<file path="src/rtl/cic_comb_seq.sv">
// Time-multiplexed CIC comb section: one subtractor walks STAGES cascaded
// differentiators, one stage per clock, with per-channel per-stage delay lines.
//
// Handshake: a sample transfers on a rising edge where in_valid && in_ready.
// in_ready is high only while idle. A sample offered while busy is dropped and
// sets the sticky overrun flag. Samples whose channel index is out of range
// are ignored outright. out_valid is a single-cycle strobe; out_data/out_ch
// keep their value between strobes.
module cic_comb_seq #(
  parameter int WIDTH      = 24,
  parameter int STAGES     = 3,
  parameter int DIFF_DELAY = 1,
  parameter int CHANNELS   = 2,
  localparam int CH_W      = (CHANNELS > 1) ? $clog2(CHANNELS) : 1
) (
  input  logic             clk,
  input  logic             rst,
  input  logic             in_valid,
  output logic             in_ready,
  input  logic [CH_W-1:0]  in_ch,
  input  logic [WIDTH-1:0] in_data,
  output logic             out_valid,
  output logic [CH_W-1:0]  out_ch,
  output logic [WIDTH-1:0] out_data,
  input  logic             flush,
  output logic             overrun,
  input  logic             ovr_clr
);

  localparam int SW = (STAGES > 1) ? $clog2(STAGES) : 1;
  localparam logic [SW-1:0] S_LAST = SW'(STAGES - 1);

  localparam logic [0:0] ST_IDLE = 1'b0;
  localparam logic [0:0] ST_RUN  = 1'b1;

  logic [0:0]       state;
  logic [CH_W-1:0]  ch;
  logic [WIDTH-1:0] acc;
  logic [SW-1:0]    s;

  // Delay memory: [channel][stage][tap]; tap 0 is the most recent value.
  logic [WIDTH-1:0] dly [CHANNELS][STAGES][DIFF_DELAY];

  logic             ch_ok;
  logic [WIDTH-1:0] dly_tap;
  logic [WIDTH-1:0] y;
  logic             run_step;

  assign in_ready = (state == ST_IDLE);
  assign ch_ok    = (32'(in_ch) < CHANNELS);
  assign run_step = (state == ST_RUN) && !flush;

  // Select the oldest tap of the active (channel, stage) and form the difference.
  always_comb begin
    dly_tap = '0;
    for (int c = 0; c < CHANNELS; c++) begin
      for (int i = 0; i < STAGES; i++) begin
        if (ch == c[CH_W-1:0] && s == i[SW-1:0]) begin
          dly_tap = dly[c][i][DIFF_DELAY-1];
        end
      end
    end
    // Modulo 2^WIDTH wrap is intentional: the integrators upstream rely on it.
    y = acc - dly_tap;
  end

  // Delay memory update: shift the stage input into the active delay line.
  always_ff @(posedge clk or posedge rst) begin
    if (rst) begin
      for (int c = 0; c < CHANNELS; c++)
        for (int i = 0; i < STAGES; i++)
          for (int k = 0; k < DIFF_DELAY; k++)
            dly[c][i][k] <= '0;
    end else if (flush) begin
      for (int c = 0; c < CHANNELS; c++)
        for (int i = 0; i < STAGES; i++)
          for (int k = 0; k < DIFF_DELAY; k++)
            dly[c][i][k] <= '0;
    end else if (run_step) begin
      for (int c = 0; c < CHANNELS; c++) begin
        for (int i = 0; i < STAGES; i++) begin
          if (ch == c[CH_W-1:0] && s == i[SW-1:0]) begin
            for (int k = DIFF_DELAY - 1; k > 0; k--)
              dly[c][i][k] <= dly[c][i][k-1];
            dly[c][i][0] <= acc;
          end
        end
      end
    end
  end

  // Control FSM, stage sequencing, result register and overrun flag.
  always_ff @(posedge clk or posedge rst) begin
    if (rst) begin
      state     <= ST_IDLE;
      ch        <= '0;
      acc       <= '0;
      s         <= '0;
      out_valid <= 1'b0;
      out_ch    <= '0;
      out_data  <= '0;
      overrun   <= 1'b0;
    end else begin
      out_valid <= 1'b0;

      // A drop always wins over a simultaneous clear. This also covers a
      // sample offered in the same cycle a flush aborts a running sample.
      if (in_valid && !in_ready && ch_ok) begin
        overrun <= 1'b1;
      end else if (ovr_clr) begin
        overrun <= 1'b0;
      end

      if (flush) begin
        state <= ST_IDLE;
        s     <= '0;
      end else if (state == ST_IDLE) begin
        if (in_valid && ch_ok) begin
          ch    <= in_ch;
          acc   <= in_data;
          s     <= '0;
          state <= ST_RUN;
        end
      end else begin
        acc <= y;
        if (s == S_LAST) begin
          out_data  <= y;
          out_ch    <= ch;
          out_valid <= 1'b1;
          state     <= ST_IDLE;
          s         <= '0;
        end else begin
          s <= s + 1'b1;
        end
      end
    end
  end

endmodule

</file>
<file path="config.mk">
export PLATFORM = sky130hd
export DESIGN_NAME = cic_comb_seq
export DESIGN_NICKNAME = d
export VERILOG_FILES = /design/src/rtl/cic_comb_seq.sv
export SDC_FILE = /design/constraint.sdc
export NUM_CORES = 1
export LEC_CHECK = 0
export CORE_AREA = 2 2 139 141
export CTS_BUF_LIST = sky130_fd_sc_hd__clkbuf_16
export DETAILED_ROUTE_END_ITERATION = 7
export DIE_AREA = 0 0 141 143
export PLACE_DENSITY = 0.71
export SLEW_MARGIN = 20
export SYNTH_ARGS = -nofsm -noshare
export SYNTH_HDL_FRONTEND = slang
export SYNTH_SLANG_ARGS = --single-unit
</file>
<file path="constraint.sdc">
create_clock -name clk -period 20.1 [get_ports clk]
set_input_delay 4.02 -clock clk [delete_from_list [all_inputs] [get_ports clk]]
set_output_delay 4.02 -clock clk [all_outputs]
set_load 0.005 [all_outputs]
</file>
Word level (Yosys, flattened, before mapping)

Cells that the tools add are included.

Flip-flop bits (word level): 199
Bits of input ports: 30
Output and inout port bits: 28
Logic and storage cells: 79

$add $sub $neg: 2
Equality and inequality tests: 2
Multiplexer cells: 29
Bitwise logic cells: 3
Reductions and logical operators: 29

Operator list:

| kind                  | count |
|---|---|
| $mux W24              | 14 |
| $mux W144             | 2 |
| $sub A24 B24 Y24      | 1 |
| $reduce_bool A2 Y1    | 9 |
| $reduce_and A2 Y1     | 7 |
| $mux W1               | 9 |
| $logic_and A1 B1 Y1   | 8 |
| $mux W2               | 4 |
| $reduce_and A3 Y1     | 2 |
| $not A1 Y1            | 3 |
| $reduce_bool A3 Y1    | 1 |
| $add A2 B1 Y2 const B | 1 |
| $eq A2 B1 Y1 const B  | 1 |
| $eq A2 B2 Y1 const B  | 1 |
| $logic_not A2 Y1      | 1 |
| $logic_not A1 Y1      | 1 |

Depth between registers and ports, before layout

Gate-level depths: netlist of the first run.

Word-level depth: 10
Mapped depth: 18
Mapped depth without buffers: 15

Worst setup path before layout of the first run

OpenSTA, ideal clock, no wires.

Kind: input -> register
Start point: input port flush
End point: register dly[0] (netlist bit)
Library setup time: 0.066 ns
Data arrival time: 5.283 ns
Data required time: 20.034 ns
Path slack: 14.751 ns
Cell stages on the path: 6
Buffers on the path: 2
Cells stage by stage: clkbuf_1 > nor2_1 > nand2_1 > nor2_1 > clkbuf_1 > a22o_1

Cells in the longest elaborated chain, start to end: 4
Elaborated cells on any way between the ends: 6
Those cells by class: mux (1); reduce/logical (5)

RTL lines:

| what                           | RTL line | RTL |
|---|---|---|
| start: declaration             | 25       | `input logic flush,` |
| $logic_not A1 Y1               | 51       | `assign run_step = (state == ST_RUN) && !flush;` |
| $logic_and A1 B1 Y1            | 51       |  |
| $reduce_bool A2 Y1 (no line)   | --       |  |
| $reduce_and A2 Y1 (no line)    | --       |  |
| end signal: indexed assignment | 84       | `dly[c][i][k] <= dly[c][i][k-1];` |
| end: declaration               | 42       | `logic [WIDTH-1:0] dly [CHANNELS][STAGES][DIFF_DELAY];` |

Parallel ways exist; a longest one is shown, timed or not.
A chain may end at the register's enable or synchronous reset.

Worst setup path in the final report of the first run

Start point: input port flush
End point: register out_data[19]

Cells in the longest elaborated chain, start to end: 2

RTL lines:

| what                        | RTL line | RTL |
|---|---|---|
| $not A1 Y1 (no line)        | --       |  |
| $reduce_and A3 Y1 (no line) | --       |  |
| end signal: assignment      | 127      | `out_data <= y;` |
| end: declaration            | 24       | `output logic [WIDTH-1:0] out_data,` |

Every way passes these cells.

==> implementation parameters, run 1 <==
Parameter                              Value

Power and ir drop
  Total power ... 1370 uW
  Static leakage power ... 0.00465 uW
  Maximum vdd ir drop ... 0.0000824 V
  PD cells ... 121 nW/um^2

Hold path
  Tightest Hold Check Type ... flip-flop to flip-flop

Synthesis
  Mux cell area share after synthesis ... 0.0484
  Async set-or-reset flop fraction in the synthesized netlist ... 1.00
  Netlist area before placement ... 10,100 sq um
  Adder-cell share of the synthesized area ... 0.0305
  EDFF count, synth ... 0
  Combinational family with the most area after synthesis ... compound AO/OA/AOI/OAI gates
  Gate count of the mapped netlist ... 1,132
  Post-Synth XOR/XNOR Area ... 0.0183
  Main flop type after synthesis ... sky130_fd_sc_hd__dfrtp_1
  Part of the Yosys area used for sequential elements ... 0.494
  Synthesized-area fraction occupied by ao, oa, aoi and oai cells ... 0.212
  Area share of and/or/nand/nor cells after synthesis ... 0.162
  Number of different library cells in the post-synthesis netlist ... 53
  Yosys warns ... 0
  Syn_nets ... 1,186
  Syn Area/Cell ... 8.90 sq um
  Seq cells post-synth ... 199

Timing
  Final count of pins violating max slew ... 0
  Ratio of final minimum period to clock period ... 0.307
  Largest clock skew in the final design ... 0.0123 ns
  Worst Hold Slack ... 0.485 ns
  Clock period minus final worst setup slack ... 6.18 ns
  Total setup violations reported at the end of the flow ... 0
  Slew at the pin closest to its max-slew limit ... 1.14 ns
  Unrepaired setup endpoints after global routing ... false
  Relative max-transition margin ... 0.240
  Final Hold Violating Endpoints ... 0
  Achievable frequency ... 162 MHz
  Post-Route Setup TNS ... 0 ns

Critical path
  End point of the critical path ... out_data[19]
  Reg2reg end ... acc[22]
  Sort of element at the end of the critical path ... flip-flop
  Slowest library cell on the worst path ... sky130_fd_sc_hd__buf_4
  CP arrival ... 6.47 ns
  Data required, critical path ... 20.40 ns
  Worst R2R Path Depth ... 15
  Cell breakdown of the critical path ... buf_4, buf_4, nor2_1, nand2_1, buf_4, o21ai_0
  Reg-to-reg critical path startpoint ... s[1]
  Crit Path Class ... input pin to flip-flop
  Worst path bufs/invs ... 3
  Cell seen most often among critical-path stages ... sky130_fd_sc_hd__buf_4
  Logic depth of the worst path, buffers included ... 6
  Nature of the critical path startpoint ... input pin
  Launching element of the worst setup path ... flush
  Highest net fanout along the worst path ... 91
  Setup slack, reg-to-reg ... 15.29 ns
  Gate family responsible for the most delay along the worst path ... buffers and inverters
  Worst stage delay on the critical path ... 0.89 ns

Die
  Initial core utilization ... 0.542
  Placeable core area ... 18,600 sq um
  Row count ... 50
  Die area ... 20,200 sq um
  Ports ... 58
  Die Y ... 143 um
  Die Wd ... 141 um

Finish
  Layout overhead on the synthesized area ... 13.1%
  Share of layout cells above drive strength 1 ... 0.0710
  Final antenna diode count ... 0
  Most common cell after layout, fill and taps aside ... sky130_fd_sc_hd__nand2_1
  Most frequent cells in the layout ... 312 x sky130_fd_sc_hd__nand2_1, 196 x sky130_fd_sc_hd__dfrtp_1, 150 x sky130_fd_sc_hd__a21oi_1
  Core utilization of the finished layout ... 0.613
  Net count reported at finish ... 1,196
  Fill cell total of the finished layout ... 1,603

Place
  Post-DP HPWL ... 17,100 um
  Port Buffer Count ... 57
  Routability-driven placement congestion ratio ... 0.906

Clock tree
  Number of post-CTS setup repair buffers ... 0
  Clock edge transition at the registers on the reported setup and hold paths ... 0.08 ns
  Quantity of gates resized following cts ... 0
  Clock sink count ... 199
  CTS Hold Buffers Added ... 0
  Total clock buffers created by CTS ... 17
  Worst-Skew Late Latency ... 0.44 ns
  CTS H-tree lvls ... 4
  Clock tree from TritonCTS ... done
  Cell at the root of the clock tree ... sky130_fd_sc_hd__clkbuf_16
  Clock buffer depth ... 2

Routing
  Aggregate routed wire length ... 27,900 um
  Number of iterations in the first detailed-routing pass ... 6
  Vias per std cell ... 6.06
  Wire length per cell after detailed routing ... 20.1 um
  Number of vias in the routed layout ... 8,420
  Number of design rule violations left after detail routing ... 0
  Violation count after the first detailed-route iteration ... 720
  Number of nets with antenna violations after routing ... 0

GRT
  Number of antenna violations at the first check in global routing ... 0
  Wire length of the first global-routing pass ... 45,200 um
  GRT Residual Overflow ... 0
  Maximum number of pins on one net before global-route repair ... 133
  Via count of the first global-routing pass ... 8,282
  Overall global routing resource usage ... 0.288

Flow run
  Number of maximum-capacitance violations ... 0

Outcome
  Result of the run ... completed
worst min path at each step:
stage | end | slack [ns] | depth (start not counted) | from
2_1_floorplan | dly[10] | 0.47 | 1 | dly[10]
3_3_place_gp | out_data[7] | 0.46 | 2 | out_data[7]
3_5_place_dp | out_data[14] | 0.47 | 2 | out_data[14]
4_1_cts | out_data[10] | 0.49 | 2 | out_data[10]
5_1_grt | out_data[7] | 0.50 | 2 | out_data[7]
6_report | out_data[14] | 0.48 | 2 | out_data[14]
routing by layer:
layer	vias up	track usage	wire, um
li1	3950	-	-
met1	4186	0.379	12000
met2	249	0.491	13800
met3	35	0.0459	1470
met4	0	0.0963	662
met5	-	0	0
layout make-up:
| cell class | instances | area [sq um] | share of cell area |
|---|---|---|---|
| well taps | 234 | 293 | 0.0257 |
| multi-input cells | 839 | 4770 | 0.419 |
| clock buffers | 17 | 425 | 0.0373 |
| inverters | 12 | 52.6 | 0.00461 |
| clock inverters | 15 | 179 | 0.0157 |
| repair buffers | 73 | 688 | 0.0604 |
| flip-flops and latches | 199 | 4980 | 0.438 |
power breakdown:
part	internal, uW	leakage, uW	switching [uW]
clock	197	0.000288	159
combinational	202	0.00167	280
sequential	451	0.00269	83.8
flip-flops by register name, summed over array words and instances, names as in the netlist:
register   cells
acc           24
ch             1
dly          144
out_ch         1
out_data      24
out_valid      1
overrun        1
s              2
state          1
cells by family (layout without fill, tap and decap cells):
group / Yosys count / count (layout)
compound gates: 350 / 350
xor+xnor: 21 / 21
fa+ha+maj: 24 / 24
buf+inv: 94 / 117
flops: 199 / 199
mux: 47 / 47
simple gates: 397 / 397
cells in the mapped netlist (2+ instances only):
library cell,n,area share
sky130_fd_sc_hd__nand2b_1,9,0.0056
sky130_fd_sc_hd__a21oi_1,150,0.075
sky130_fd_sc_hd__nand2_1,313,0.12
sky130_fd_sc_hd__mux2_2,14,0.016
sky130_fd_sc_hd__a32oi_1,7,0.0061
sky130_fd_sc_hd__nor2b_1,3,0.0019
sky130_fd_sc_hd__nor3b_1,8,0.0060
sky130_fd_sc_hd__a21boi_0,3,0.0022
sky130_fd_sc_hd__buf_1,5,0.0019
sky130_fd_sc_hd__xor2_1,9,0.0078
sky130_fd_sc_hd__o21ai_1,14,0.0070
sky130_fd_sc_hd__a211oi_1,3,0.0022
sky130_fd_sc_hd__nor4_1,2,0.0012
sky130_fd_sc_hd__dfrtp_1,199,0.49
sky130_fd_sc_hd__a21o_1,10,0.0075
sky130_fd_sc_hd__ha_1,23,0.029
sky130_fd_sc_hd__o21a_1,3,0.0022
sky130_fd_sc_hd__nor3_1,6,0.0030
sky130_fd_sc_hd__o21ai_0,63,0.031
sky130_fd_sc_hd__mux2i_1,33,0.033
sky130_fd_sc_hd__clkbuf_1,75,0.028
sky130_fd_sc_hd__o22a_1,16,0.014
sky130_fd_sc_hd__and4_1,2,0.0017
sky130_fd_sc_hd__a41o_1,2,0.0020
sky130_fd_sc_hd__nor2_1,34,0.013
sky130_fd_sc_hd__and3_1,4,0.0025
sky130_fd_sc_hd__xnor2_1,12,0.010
sky130_fd_sc_hd__buf_2,2,0.00099
sky130_fd_sc_hd__inv_1,12,0.0045
sky130_fd_sc_hd__o211ai_1,15,0.011
sky130_fd_sc_hd__a311oi_2,2,0.0030
sky130_fd_sc_hd__nand3_1,7,0.0035
sky130_fd_sc_hd__nand3b_1,2,0.0015
sky130_fd_sc_hd__a22o_1,24,0.021
sky130_fd_sc_hd__a21boi_1,2,0.0015
sky130_fd_sc_hd__a31oi_1,9,0.0056
sky130_fd_sc_hd__o22ai_1,5,0.0031
sky130_fd_sc_hd__a22oi_1,15,0.011
metrics by stage:
stage               cells  cell area, sq um  setup WS [ns]
global route         1389             11400          13.72
floorplan            1132             10100          10.65
CTS                  1389             11400          13.98
detailed placement   1357             10800          13.51
global placement     1357             10800          13.56
finish               1389             11400          13.93
tightest hold or removal path: stages, from the launching register on:
cell and delay [ns]:
sky130_fd_sc_hd__dfrtp_1 0.35, sky130_fd_sc_hd__nand2_1 0.04, sky130_fd_sc_hd__o21ai_0 0.06
No activity file was read; power rests on OpenSTA's default activity.
==> run 2: changes to the inputs <==
clock period = 5.9 ns   (was 20.1 ns; I/O delays follow)
==> implementation parameters, run 2 (same netlist as run 1, synthesis figures left out) <==
Parameter                              Value

Clock tree
  Total clock buffers created by CTS ... 17
  Clock edge transition at the registers on the reported setup and hold paths ... 0.07 ns
  CTS Hold Buffers Added ... 0
  Quantity of gates resized following cts ... 0
  Clock sink count ... 199
  CTS H-tree lvls ... 4
  Clock tree from TritonCTS ... done
  Clock buffer depth ... 2
  Cell at the root of the clock tree ... sky130_fd_sc_hd__clkbuf_16
  Worst-Skew Late Latency ... 0.45 ns
  Number of post-CTS setup repair buffers ... 0

Critical path
  Logic depth of the worst path, buffers included ... 16
  Highest net fanout along the worst path ... 33
  Worst path bufs/invs ... 2
  Nature of the critical path startpoint ... flip-flop
  Sort of element at the end of the critical path ... flip-flop
  Gate family responsible for the most delay along the worst path ... compound AO/OA/AOI/OAI gates
  Slowest library cell on the worst path ... sky130_fd_sc_hd__nor2b_2
  Cell breakdown of the critical path ... buf_4, nor2b_2, buf_4, nand2_1, o21ai_0, o21ai_0, ha_1, a21oi_1, o21ai_1, a311oi_2, a311oi_2, a31o_1, a21o_1, a41o_1, xnor2_1, a21oi_1
  Crit Path Class ... flip-flop to flip-flop
  Worst stage delay on the critical path ... 0.92 ns
  Worst R2R Path Depth ... 16
  CP arrival ... 4.92 ns
  Data required, critical path ... 6.21 ns

Finish
  Most common cell after layout, fill and taps aside ... sky130_fd_sc_hd__nand2_1
  Summed area of non-filler cells in the final layout ... 11,400 sq um
  Largest registers ... dly (144), acc (24), out_data (24)
  Layout overhead on the synthesized area ... 12.8%
  Final antenna diode count ... 0
  Register bank with the most flops ... dly
  Fill cell total of the finished layout ... 1,623
  Post-Layout Cell Count ... 1,393
  Most frequent cells in the layout ... 312 x sky130_fd_sc_hd__nand2_1, 196 x sky130_fd_sc_hd__dfrtp_1, 150 x sky130_fd_sc_hd__a21oi_1
  Net count reported at finish ... 1,201
  Share of layout cells above drive strength 1 ... 0.0742
  Flip-flop count of the largest register after layout ... 144

Die
  Ports ... 58
  Die Wd ... 141 um
  Placeable core area ... 18,600 sq um
  Die Y ... 143 um
  Die area ... 20,200 sq um
  Initial core utilization ... 0.542
  Row count ... 50

Place
  Number of cells after detailed placement ... 1,361
  Port Buffer Count ... 57
  DP Area ... 10,800 sq um
  Routability-driven placement congestion ratio ... 0.879
  Post-DP HPWL ... 17,900 um

Timing
  Achievable frequency ... 217 MHz
  Post-Route Setup TNS ... 0 ns
  Total setup violations reported at the end of the flow ... 0
  Clock period minus final worst setup slack ... 4.61 ns
  Final Hold Violating Endpoints ... 0
  Unrepaired setup endpoints after global routing ... false
  Relative max-transition margin ... 0.261
  Largest clock skew in the final design ... 0.0116 ns
  Slew at the pin closest to its max-slew limit ... 1.11 ns
  Ratio of final minimum period to clock period ... 0.781
  Final count of pins violating max slew ... 0
  Worst Hold Slack ... 0.486 ns

GRT
  Number of antenna violations at the first check in global routing ... 0
  Grt met3 use ... 0.0493
  Grt met2 use ... 0.462
  Via count of the first global-routing pass ... 8,135
  Peak-usage layer in the global routing report ... met2
  Met1 Use GR ... 0.407
  Overall global routing resource usage ... 0.289
  Wire length of the first global-routing pass ... 44,900 um
  GRT Residual Overflow ... 0
  Maximum number of pins on one net before global-route repair ... 139

Power and ir drop
  Pint ... 2760 uW
  Clock power share ... 0.235
  Sw Pwr ... 1750 uW
  Maximum vdd ir drop ... 0.000218 V
  PD cells ... 397 nW/um^2
  Proportion of total power due to net switching ... 0.387
  Static leakage power ... 0.00463 uW
  Part of the power in registers ... 0.407
  Total power ... 4510 uW
  Combinational Power Share ... 0.358

Routing
  Number of iterations in the first detailed-routing pass ... 5
  Aggregate routed wire length ... 28,400 um
  Vias per std cell ... 6.10
  Violation count after the first detailed-route iteration ... 693
  Number of design rule violations left after detail routing ... 0
  Number of nets with antenna violations after routing ... 0
  Number of vias in the routed layout ... 8,497
  Wire length per cell after detailed routing ... 20.4 um

Hold path
  Cell depth of the worst hold path ... 2
  Tightest Hold Check Type ... flip-flop to flip-flop

Outcome
  Result of the run ... completed

Flow run
  Number of maximum-capacitance violations ... 0
[run 2: cell count changes in the layout (fill, tap and decap cells not counted), sizes merged]
| cell | change |
|---|---|
| clkinvlp | +2 |
| clkinv | +3 |
| bufinv | -3 |
| buf | +5 |
| inv | -3 |
[run 2: cell type report]
type                       instances  area [sq um]  area share
clock inverter                    14          87.6     0.00770
clock buffer                      17           425      0.0374
multi-input combinational        839          4770       0.419
tap                              234           293      0.0258
timing repair buffer              78           766      0.0673
sequential                       199          4980       0.438
inverter                          12          48.8     0.00429
[run 2: power by group through the flow]
stage / clock network, uW / logic (uW) / registers [uW]
2_1_floorplan: 0 / 1150 / 1730
3_3_place_gp: 0 / 1580 / 1860
6_report: 1060 / 1610 / 1840
5_1_grt: 1120 / 1780 / 1860
4_1_cts: 1060 / 1600 / 1840
3_5_place_dp: 0 / 1590 / 1860
[run 2: worst paths after layout]
check / startpoint / to / slack, ns
max in group asynchronous: rst / s[1] / 3.87
min reg2reg: out_data[6] / out_data[6] / 0.49
min: out_data[6] / out_data[6] / 0.49
min in group asynchronous: rst / out_data[16] / 0.98
max: s[0] / acc[22] / 1.29
max reg2reg: s[0] / acc[22] / 1.29
[run 2: worst register-to-register path: stages, from the launching register on]
cell and delay [ns]:
sky130_fd_sc_hd__dfrtp_2 0.36, sky130_fd_sc_hd__buf_4 0.33, sky130_fd_sc_hd__nor2b_2 0.92, sky130_fd_sc_hd__buf_4 0.35, sky130_fd_sc_hd__nand2_1 0.08, sky130_fd_sc_hd__o21ai_0 0.09
sky130_fd_sc_hd__o21ai_0 0.11, sky130_fd_sc_hd__ha_1 0.39, sky130_fd_sc_hd__a21oi_1 0.21, sky130_fd_sc_hd__o21ai_1 0.10, sky130_fd_sc_hd__a311oi_2 0.35, sky130_fd_sc_hd__a311oi_2 0.19
sky130_fd_sc_hd__a31o_1 0.28, sky130_fd_sc_hd__a21o_1 0.20, sky130_fd_sc_hd__a41o_1 0.25, sky130_fd_sc_hd__xnor2_1 0.18, sky130_fd_sc_hd__a21oi_1 0.09
[run 2: metal layers]
layer	vias up	routed length, um
met4	0	627
met1	4196	12500
li1	3969	-
met5	-	0
met3	44	1640
met2	288	13600
[run 2: per-stage QoR]
stage | setup slack [ns] | util
finish | 1.29 | 0.612
global route | 0.973 | 0.612
CTS | 1.35 | 0.610
detailed placement | 1.42 | 0.583
global placement | 1.53 | 0.582
floorplan | 2.00 | -
==> run 3: changes to the inputs <==
CORE_AREA = 2 2 140 142   (was 2 2 139 141)
DIE_AREA = 0 0 142 144   (was 0 0 141 143)
PLACE_DENSITY = 0.73   (was 0.71)
clock period = 4 ns   (was 5.9 ns; I/O delays follow)
==> implementation parameters, run 3 (same netlist as run 1, synthesis figures left out) <==
Parameter                              Value

Critical path
  Crit Path Class ... flip-flop to flip-flop
  Nature of the critical path startpoint ... flip-flop
  Reg-to-reg critical path startpoint ... s[1]
  Data required, critical path ... 4.31 ns
  Setup slack, reg-to-reg ... 0.26 ns
  Highest net fanout along the worst path ... 10
  Sort of element at the end of the critical path ... flip-flop
  Reg2reg end ... acc[22]
  Worst stage delay on the critical path ... 0.52 ns
  Cell breakdown of the critical path ... nor2b_2, buf_4, nand2_1, o211ai_1, o21ai_0, buf_4, ha_1, a21oi_1, o21ai_1, a311oi_2, a311oi_2, a31o_1, a21o_1, a41o_1, xnor2_1, a21oi_1
  Launching element of the worst setup path ... s[1]
  End point of the critical path ... acc[22]
  Slowest library cell on the worst path ... sky130_fd_sc_hd__dfrtp_2
  Worst R2R Path Depth ... 16
  CP arrival ... 4.05 ns

Power and ir drop
  Clock power share ... 0.240
  Static leakage power ... 0.00473 uW
  Combinational Power Share ... 0.361
  Proportion of total power due to net switching ... 0.384
  Sw Pwr ... 2600 uW
  Maximum vdd ir drop ... 0.000368 V
  PD cells ... 588 nW/um^2
  Part of the power in registers ... 0.398
  Pint ... 4180 uW

Clock tree
  Total clock buffers created by CTS ... 17
  CTS Hold Buffers Added ... 0
  Clock sink count ... 199
  Clock edge transition at the registers on the reported setup and hold paths ... 0.07 ns
  Cell at the root of the clock tree ... sky130_fd_sc_hd__clkbuf_16
  CTS H-tree lvls ... 4
  Quantity of gates resized following cts ... 0
  Worst-Skew Late Latency ... 0.44 ns
  Clock tree from TritonCTS ... done
  Number of post-CTS setup repair buffers ... 0
  Clock buffer depth ... 2

Routing
  Number of design rule violations left after detail routing ... 0
  Number of nets with antenna violations after routing ... 0
  Vias per std cell ... 6.05
  Violation count after the first detailed-route iteration ... 690
  Number of iterations in the first detailed-routing pass ... 6
  Aggregate routed wire length ... 28,400 um
  Wire length per cell after detailed routing ... 20.1 um
  Number of vias in the routed layout ... 8,529

Finish
  Most common cell after layout, fill and taps aside ... sky130_fd_sc_hd__nand2_1
  Register bank with the most flops ... dly
  Flip-flop count of the largest register after layout ... 144
  Largest registers ... dly (144), acc (24), out_data (24)
  Final antenna diode count ... 0
  Share of layout cells above drive strength 1 ... 0.0828
  Most frequent cells in the layout ... 312 x sky130_fd_sc_hd__nand2_1, 197 x sky130_fd_sc_hd__dfrtp_1, 150 x sky130_fd_sc_hd__a21oi_1
  Net count reported at finish ... 1,214
  Summed area of non-filler cells in the final layout ... 11,500 sq um
  Layout overhead on the synthesized area ... 14.5%

Outcome
  Result of the run ... completed

Timing
  Slew at the pin closest to its max-slew limit ... 1.12 ns
  Relative max-transition margin ... 0.254
  Post-Route Setup TNS ... 0 ns
  Achievable frequency ... 267 MHz
  Final Hold Violating Endpoints ... 0
  Clock period minus final worst setup slack ... 3.74 ns
  Largest clock skew in the final design ... 0.00788 ns
  Final count of pins violating max slew ... 0
  Unrepaired setup endpoints after global routing ... false
  Ratio of final minimum period to clock period ... 0.936
  Total setup violations reported at the end of the flow ... 0

Die
  Die area ... 20,400 sq um
  Die Wd ... 142 um
  Ports ... 58
  Placeable core area ... 19,100 sq um
  Row count ... 51
  Initial core utilization ... 0.528
  Die Y ... 144 um

Hold path
  Tightest Hold Check Type ... flip-flop to flip-flop

Place
  DP Area ... 11,000 sq um
  Routability-driven placement congestion ratio ... 0.927
  Port Buffer Count ... 57
  Post-DP HPWL ... 18,600 um

GRT
  Number of antenna violations at the first check in global routing ... 0
  Maximum number of pins on one net before global-route repair ... 102
  Wire length of the first global-routing pass ... 45,500 um
  Via count of the first global-routing pass ... 8,225
  Overall global routing resource usage ... 0.288
  GRT Residual Overflow ... 0

Flow run
  Number of maximum-capacitance violations ... 0
-- run 3: power by group through the flow --
stage | combinational (uW) | sequential [uW] | clock, uW
final | 2450 | 2700 | 1630
after global routing | 2690 | 2740 | 1730
after CTS | 2430 | 2700 | 1650
after detailed placement | 2410 | 2740 | 0
after global placement | 2380 | 2730 | 0
after floorplan | 1690 | 2550 | 0
-- run 3: layout make-up --
type / count / area, sq um
Clock buffer: 17 / 425
Timing Repair Buffer: 91 / 898
Clock inverter: 14 / 110
Multi-Input combinational cell: 839 / 4770
Fill cell: 1590 / 7540
Sequential cell: 199 / 4980
Tap cell: 238 / 298
Inverter: 12 / 48.8
-- run 3: worst max-delay path: cells and delay by family, from the launching register on --
family                   cells  cell delay, ns
flip-flops                   1            0.52
AND/OR/NAND/NOR              2            0.28
XOR/XNOR                     1            0.17
buffers and inverters        2            0.36
AO/OA/AOI/OAI               10            1.92
adder cells (fa/ha/maj)      1            0.35
-- run 3: how the worst min path moves through the flow --
stage,startpoint,to,slack (ns),cells after the start
final,out_data[16],out_data[16],0.48,2
after global placement,out_data[14],out_data[14],0.46,2
after detailed placement,out_data[5],out_data[5],0.47,2
after floorplan,dly[10],dly[10],0.47,1
after global routing,out_data[7],out_data[7],0.51,2
after CTS,out_data[5],out_data[5],0.49,2
-- run 3: stage by stage --
step	std cells	worst slack, ns	hold WS, ns	util	total power, uW
final	1410	0.258	0.482	0.605	6780
after global placement	1379	0.344	0.463	0.576	5110
after floorplan	1132	0.0956	0.468	-	4240
after detailed placement	1379	0.280	0.470	0.576	5150
after CTS	1410	0.268	0.487	0.604	6780
after global routing	1410	0.00866	0.507	0.605	7150
-- run 3: per-layer routing --
metal	vias up	routed length, um	GRT usage
met2	311	13800	0.466
met4	0	634	0.0968
li1	3979	-	-
met3	40	1730	0.0483
met1	4199	12300	0.397
met5	-	0	0
